$ cat src/rtl/cursor_aim_ctrl.sv
// Cursor aiming controller: frame-paced cursor movement with hold acceleration,
// edge-triggered fire, and return-to-anchor once the scene is idle again.
// Optional build macro CURSOR_DIAG_EN: when defined both axes may move in one
// frame; otherwise only one axis moves per frame and vertical wins.
module cursor_aim_ctrl #(
  parameter int unsigned FRAME_W      = 640,
  parameter int unsigned FRAME_H      = 480,
  parameter int unsigned OBJ_SIZE     = 32,
  parameter int unsigned MARGIN       = 15,
  parameter int unsigned FP_SHIFT     = 6,
  parameter int unsigned STEP_MIN     = 1,
  parameter int unsigned STEP_MAX     = 4,
  parameter int unsigned ACCEL_FRAMES = 8,
  parameter int unsigned INIT_X       = 50,
  parameter int unsigned INIT_Y       = 185
) (
  input  logic               clk,
  input  logic               resetN,
  input  logic               startOfFrame,
  input  logic               key_up,
  input  logic               key_down,
  input  logic               key_left,
  input  logic               key_right,
  input  logic               key_fire,
  input  logic [10:0]        anchor_x,
  input  logic [10:0]        anchor_y,
  input  logic               can_cont,
  output logic signed [10:0] topLeftX,
  output logic signed [10:0] topLeftY,
  output logic               fire_pulse,
  output logic               shut_down,
  output logic [1:0]         state_o
);

  localparam int unsigned POS_W    = $clog2((FRAME_W << FP_SHIFT) + 1);
  localparam int unsigned ANC_W    = 11 + FP_SHIFT;
  localparam int unsigned CALC_W   = ((POS_W > ANC_W) ? POS_W : ANC_W) + 1;
  localparam int unsigned HOLD_SAT = (STEP_MAX - STEP_MIN) * ACCEL_FRAMES;
  localparam int unsigned HOLD_W   = $clog2(HOLD_SAT + 2);
  localparam int unsigned STEP_W   = $clog2(STEP_MAX + 1);

  localparam logic [CALC_W-1:0] X_LO = CALC_W'(MARGIN << FP_SHIFT);
  localparam logic [CALC_W-1:0] X_HI = CALC_W'((FRAME_W - 1 - MARGIN - OBJ_SIZE) << FP_SHIFT);
  localparam logic [CALC_W-1:0] Y_LO = CALC_W'(MARGIN << FP_SHIFT);
  localparam logic [CALC_W-1:0] Y_HI = CALC_W'((FRAME_H - 1 - MARGIN - OBJ_SIZE) << FP_SHIFT);

  typedef enum logic [1:0] {
    S_AIM    = 2'd0,
    S_FIRED  = 2'd1,
    S_WAIT   = 2'd2,
    S_RETURN = 2'd3
  } state_t;

  state_t             state_q, state_d;
  logic [POS_W-1:0]   pos_x_q, pos_x_d, pos_y_q, pos_y_d;
  logic [HOLD_W-1:0]  hold_q, hold_d, eff_hold;
  logic [3:0]         dir_q, dir_d, dir;
  logic               fire_prev_q, fire_prev_d;
  logic               fire_pulse_q, fire_pulse_d;
  logic               shut_st_q, shut_st_d;
  logic               seen_low_q, seen_low_d;
  logic               hi_seen_q, hi_seen_d;
  logic [31:0]        step_raw;
  logic [STEP_W-1:0]  step_px;
  logic [CALC_W-1:0]  step_fp;
  logic               v_act, h_en;

  // Step one axis by step toward inc/dec, landing exactly on the bound if crossed.
  function automatic logic [CALC_W-1:0] move_axis(
    input logic [CALC_W-1:0] pos, input logic inc, input logic dec,
    input logic [CALC_W-1:0] step, input logic [CALC_W-1:0] lo,
    input logic [CALC_W-1:0] hi);
    logic [CALC_W-1:0] r;
    r = pos;
    if (inc && !dec) r = ((pos + step) > hi) ? hi : (pos + step);
    else if (dec && !inc) r = (pos < (lo + step)) ? lo : (pos - step);
    return r;
  endfunction

  // Clamp a fixed-point coordinate into [lo, hi].
  function automatic logic [CALC_W-1:0] clamp(
    input logic [CALC_W-1:0] v, input logic [CALC_W-1:0] lo,
    input logic [CALC_W-1:0] hi);
    return (v < lo) ? lo : ((v > hi) ? hi : v);
  endfunction

  // Direction set, acceleration step and axis-enable for this frame.
  always_comb begin
    dir      = {key_up, key_down, key_left, key_right};
    eff_hold = ((dir != 4'd0) && (dir == dir_q)) ? hold_q : '0;
    step_raw = STEP_MIN + (32'(eff_hold) / ACCEL_FRAMES);
    step_px  = (step_raw > STEP_MAX) ? STEP_W'(STEP_MAX) : STEP_W'(step_raw);
    step_fp  = CALC_W'(step_px) << FP_SHIFT;
    v_act    = key_up ^ key_down;
`ifdef CURSOR_DIAG_EN
    h_en     = 1'b1;
`else
    h_en     = !v_act;
`endif
  end

  // State register.
  always_ff @(posedge clk or negedge resetN) begin
    if (!resetN) state_q <= S_AIM;
    else         state_q <= state_d;
  end

  // Next-state logic, advanced only on frame pulses.
  always_comb begin
    state_d = state_q;
    if (startOfFrame) begin
      unique case (state_q)
        S_AIM:    if (key_fire && !fire_prev_q) state_d = S_FIRED;
        S_FIRED:  if (!key_fire) state_d = S_WAIT;
        S_WAIT:   if (can_cont && (seen_low_q || hi_seen_q)) state_d = S_RETURN;
        S_RETURN: state_d = S_AIM;
        default:  state_d = S_AIM;
      endcase
    end
  end

  // Datapath and output next values for the frame.
  always_comb begin
    pos_x_d      = pos_x_q;
    pos_y_d      = pos_y_q;
    hold_d       = hold_q;
    dir_d        = dir_q;
    fire_prev_d  = fire_prev_q;
    fire_pulse_d = 1'b0;
    shut_st_d    = shut_st_q;
    seen_low_d   = seen_low_q;
    hi_seen_d    = hi_seen_q;
    if (startOfFrame) begin
      fire_prev_d  = key_fire;
      fire_pulse_d = (state_q == S_AIM) && key_fire && !fire_prev_q;
      shut_st_d    = (state_d == S_FIRED) || (state_d == S_WAIT);
      seen_low_d   = 1'b0;
      hi_seen_d    = 1'b0;
      dir_d        = 4'd0;
      hold_d       = '0;
      unique case (state_q)
        S_AIM: begin
          dir_d   = dir;
          hold_d  = (dir == 4'd0) ? '0 :
                    ((eff_hold >= HOLD_W'(HOLD_SAT)) ? HOLD_W'(HOLD_SAT) : eff_hold + 1'b1);
          pos_y_d = POS_W'(move_axis(CALC_W'(pos_y_q), key_down, key_up, step_fp, Y_LO, Y_HI));
          if (h_en)
            pos_x_d = POS_W'(move_axis(CALC_W'(pos_x_q), key_right, key_left, step_fp, X_LO, X_HI));
        end
        S_WAIT: begin
          seen_low_d = seen_low_q || !can_cont;
          hi_seen_d  = can_cont;
        end
        S_RETURN: begin
          pos_x_d = POS_W'(clamp(CALC_W'(anchor_x) << FP_SHIFT, X_LO, X_HI));
          pos_y_d = POS_W'(clamp(CALC_W'(anchor_y) << FP_SHIFT, Y_LO, Y_HI));
        end
        default: ;
      endcase
    end
  end

  // Datapath registers; fire history resets to "held" so a held key cannot fire.
  always_ff @(posedge clk or negedge resetN) begin
    if (!resetN) begin
      pos_x_q      <= POS_W'(INIT_X << FP_SHIFT);
      pos_y_q      <= POS_W'(INIT_Y << FP_SHIFT);
      hold_q       <= '0;
      dir_q        <= 4'd0;
      fire_prev_q  <= 1'b1;
      fire_pulse_q <= 1'b0;
      shut_st_q    <= 1'b0;
      seen_low_q   <= 1'b0;
      hi_seen_q    <= 1'b0;
    end else begin
      pos_x_q      <= pos_x_d;
      pos_y_q      <= pos_y_d;
      hold_q       <= hold_d;
      dir_q        <= dir_d;
      fire_prev_q  <= fire_prev_d;
      fire_pulse_q <= fire_pulse_d;
      shut_st_q    <= shut_st_d;
      seen_low_q   <= seen_low_d;
      hi_seen_q    <= hi_seen_d;
    end
  end

  // Pixel outputs; shut_down also follows a live can_cont=0, including in reset.
  assign topLeftX   = 11'(pos_x_q >> FP_SHIFT);
  assign topLeftY   = 11'(pos_y_q >> FP_SHIFT);
  assign fire_pulse = fire_pulse_q;
  assign shut_down  = shut_st_q | ~can_cont;
  assign state_o    = state_q;

endmodule

$ cat config.mk
export PLATFORM = sky130hd
export DESIGN_NAME = cursor_aim_ctrl
export DESIGN_NICKNAME = d
export VERILOG_FILES = /design/src/rtl/cursor_aim_ctrl.sv
export SDC_FILE = /design/constraint.sdc
export NUM_CORES = 1
export LEC_CHECK = 0
export CAP_MARGIN = 25
export CORE_MARGIN = 10
export CORE_UTILIZATION = 43
export CTS_BUF_LIST = sky130_fd_sc_hd__clkbuf_4 sky130_fd_sc_hd__clkbuf_8
export DETAILED_ROUTE_END_ITERATION = 10
export PLACE_DENSITY = 0.67
export SLEW_MARGIN = 25
export SYNTH_ARGS = -nofsm -noshare
export SYNTH_HDL_FRONTEND = slang
export SYNTH_SLANG_ARGS = --single-unit
export TNS_END_PERCENT = 1
$ cat constraint.sdc
create_clock -name clk -period 4.16 [get_ports clk]
set_input_delay 0.832 -clock clk [delete_from_list [all_inputs] [get_ports clk]]
set_output_delay 0.832 -clock clk [all_outputs]
set_load 0.02 [all_outputs]
==> metrics.yaml <==
first_global_vias: 4230
die-area_mm2: 0.0135
cpPeakStageDelay_ps: 360
final_cells: 735
required_ps: 4350
routabilityCongestion: 0.928
fp.dieW_um: 116
power_mw: 3.45
yosysWarnings: 0
fin_skew_ps: 10.1
synth-adder-area-share: 0.111
synthFlopType: "dfrtp_1"
synth_top_area_share: 0.170
cpMaxStageDelayCell: "fa_2"
drt_wl_total_um: 12900
cts_hold_buf: 0
nets: 687
fp.coreArea_mm2: 0.00911
ys_seq_area_frac: 0.230
clk_pin_slew_worst_paths_ps: 80
io_buffers: 54
cts_tree: "done"
p_per_area_mw_per_mm2: 631
io_pins: 57
area_growth_pct: 37.4
cp-start-kind: "input port"
syn_inst: 513
cp-end-kind: "flip-flop"
final-setup-viol-count: 0
setup_tns_ps: 0
ys_ff_latch: 36
hold_path.class: "reg -> reg"
synth_compound_area_frac: 0.309
route.detailed.drc: 0
synth-edff-count: 0
ant_nets: 0
synth_cell_types: 70
die_h_um: 116
start_util: 0.436
path_max_fanout: 6
overflow: 0
drive_gt1_frac: 0.229
status: "finished clean"
h-tree-depth: 2
grt_max_degree: 37
grt.total_usage: 0.190
fin_crit_ps: 4120
cap_violations: 0
slew_headroom: 0.428
clock_latency_ps: 300
dp_cells: 716
synth_top_area_cell: "dfrtp_1"
cp.arrival_ps: 4310
syn_avg_cell_area_um2: 7.74
clock_path_buffers: 2
crit_type: "in -> reg"
hpwlAfterDp_um: 9860
cts_made_buffers: 5
wire_per_inst_um: 17.6
synth-simple-area-share: 0.232
rows: 35
synthMuxAreaShare: 0.00819
max-vdd-ir-drop_mv: 0.297
static-leakage-power_nw: 2.32
netlist_area_mm2: 0.00397
max_freq_ghz: 0.243
root_buffer: "clkbuf_8"
first_iter_violations: 274
cp_cell_sequence: "buf_8, inv_6, ha_4, or3_1, a211o_1, a211oi_2, buf_4, and2_4, ha_4, fa_2, buf_4, a21o_1, and2_1, or3_4, a32oi_4, a21oi_2, o311ai_1"
max_slew.worst_pin.slew_ps: 858
placed_area_mm2: 0.00506
stdcell_area_mm2: 0.00546
post-route-util: 0.599
slew_violations: 0
synth_top_family_by_area: "compound AO/OA/AOI/OAI gates"
antenna_found_initial: 0
synth_xor_area_frac: 0.0463
period_share: 0.989
rsz0062_at_grt: "yes"
clock-sinks: 36
antenna_cells: 0
async_flop_share: 1.00
num_vias: 4455
grt_pass1_wl_um: 21200
synth_area_leaders: "dfrtp_1 (17%), ha_1 (9.1%), dfstp_2 (6.0%)"
hold_viol_final: 0
vias_per_cell: 6.06
dr.pass1.iters: 5
==> Yosys cell counts, types with 4 or more instances <==
library cell  number
and4_1             4
o31ai_1            4
a211o_1           10
a22o_1             5
a21o_1             9
nand2b_1           7
buf_2              5
a21oi_1           38
o22ai_1            4
ha_1              29
nand3_1           24
nor2_1            39
xor2_1            11
dfstp_2            9
nor2b_1           10
o21ai_0           31
nor3b_1            4
fa_1               4
or3_1              6
nand4_1            4
o211ai_1           4
o311ai_0           4
a22oi_1            5
a211oi_1          14
nand2_1           44
dfrtp_1           27
nor3_1             9
clkbuf_1          21
and2_1             8
xnor2_1           10
inv_1             34
nor4_1            11
or2_2              4
==> through the flow <==
stage / setup slack [ps] / hold WS [ps]
final: 44.7 / 515
after global routing: -131 / 526
after CTS: -226 / 519
after detailed placement: -923 / 499
after global placement: -901 / 488
after floorplan: -164 / 463
==> layout make-up <==
cell class	instances	area (um2)
multi-input combinational	416	3050
fill	832	3650
clock inverter	3	42.5
clock buffer	5	68.8
timing repair buffer	130	1110
inverter	34	138
tap	111	139
sequential	36	912
==> timing repair <==
item	CTS	global route
setup buffers	6	5
gates resized for setup	36	28
pin swaps	17	19
setup endpoints to repair	19	19
==> kinds of logic after synthesis <==
group | after synthesis
and+or+nand+nor | 183
AOI/OAI and AO/OA | 174
buffers and inverters | 62
DFF | 36
adders and majority gates | 33
xor gates and xnor gates | 21
muxes | 3
other | 1
==> final timing paths <==
path,startpoint,endpoint,slack [ps],depth (start not counted)
hold reg to reg,shut_st_q$_DFFE_PN0P_,shut_st_q$_DFFE_PN0P_,510,1
hold / removal,shut_st_q$_DFFE_PN0P_,shut_st_q$_DFFE_PN0P_,510,1
setup / recovery,key_down,pos_x_q[9]$_DFFE_PN0P_,40,17
setup reg to reg,dir_q[0]$_DFFE_PN0P_,pos_x_q[9]$_DFFE_PN0P_,360,14
max in group asynchronous,resetN,pos_y_q[14]$_DFFE_PN0P_,2970,1
min in group asynchronous,resetN,pos_x_q[14]$_DFFE_PN0P_,630,1
==> placed cells by master, fill, tap and decap left out, drive strengths merged, types with 10 or more instances in the layout <==
cell type,count
nor2b,10
o21ai,32
a211o,10
a21oi,38
ha,29
dfrtp,27
clkdlybuf4s50,50
nor4,11
xnor2,10
nand2,44
a211oi,15
xor2,11
nor2,39
buf,79
inv,34
nand3,24
==> worst max-delay path, delay by kind of cell <==
kind | cells | cell delay (ps)
AO/OA/AOI/OAI | 6 | 1360
adder cells (fa/ha/maj) | 3 | 710
buffers and inverters | 4 | 410
AND/OR/NAND/NOR | 4 | 980
==> power breakdown <==
group,leakage [nW],switching [mW],internal (mW),total [mW]
logic,1.83,1.23,1.10,2.33
clock network,0.0541,0.141,0.178,0.319
registers,0.441,0.296,0.504,0.799
total,2.32,1.66,1.78,3.45
==> flip-flops by register name (all words and copies together), names as in the netlist <==
name	count
state_o	2
pos_y_q	10
hi_seen_q	1
dir_q	4
hold_q	5
shut_st_q	1
fire_pulse	1
seen_low_q	1
pos_x_q	10
fire_prev_q	1
==> layer usage <==
metal,wire [um],part of all wire,vias up,GRT usage
met5,0,0,-,0
met4,100,0.0077,0,0.0359
met3,1090,0.084,11,0.0308
met2,5970,0.46,179,0.305
met1,5760,0.45,2147,0.264
li1,-,-,2118,-
No activity file was read; power rests on OpenSTA's default activity.
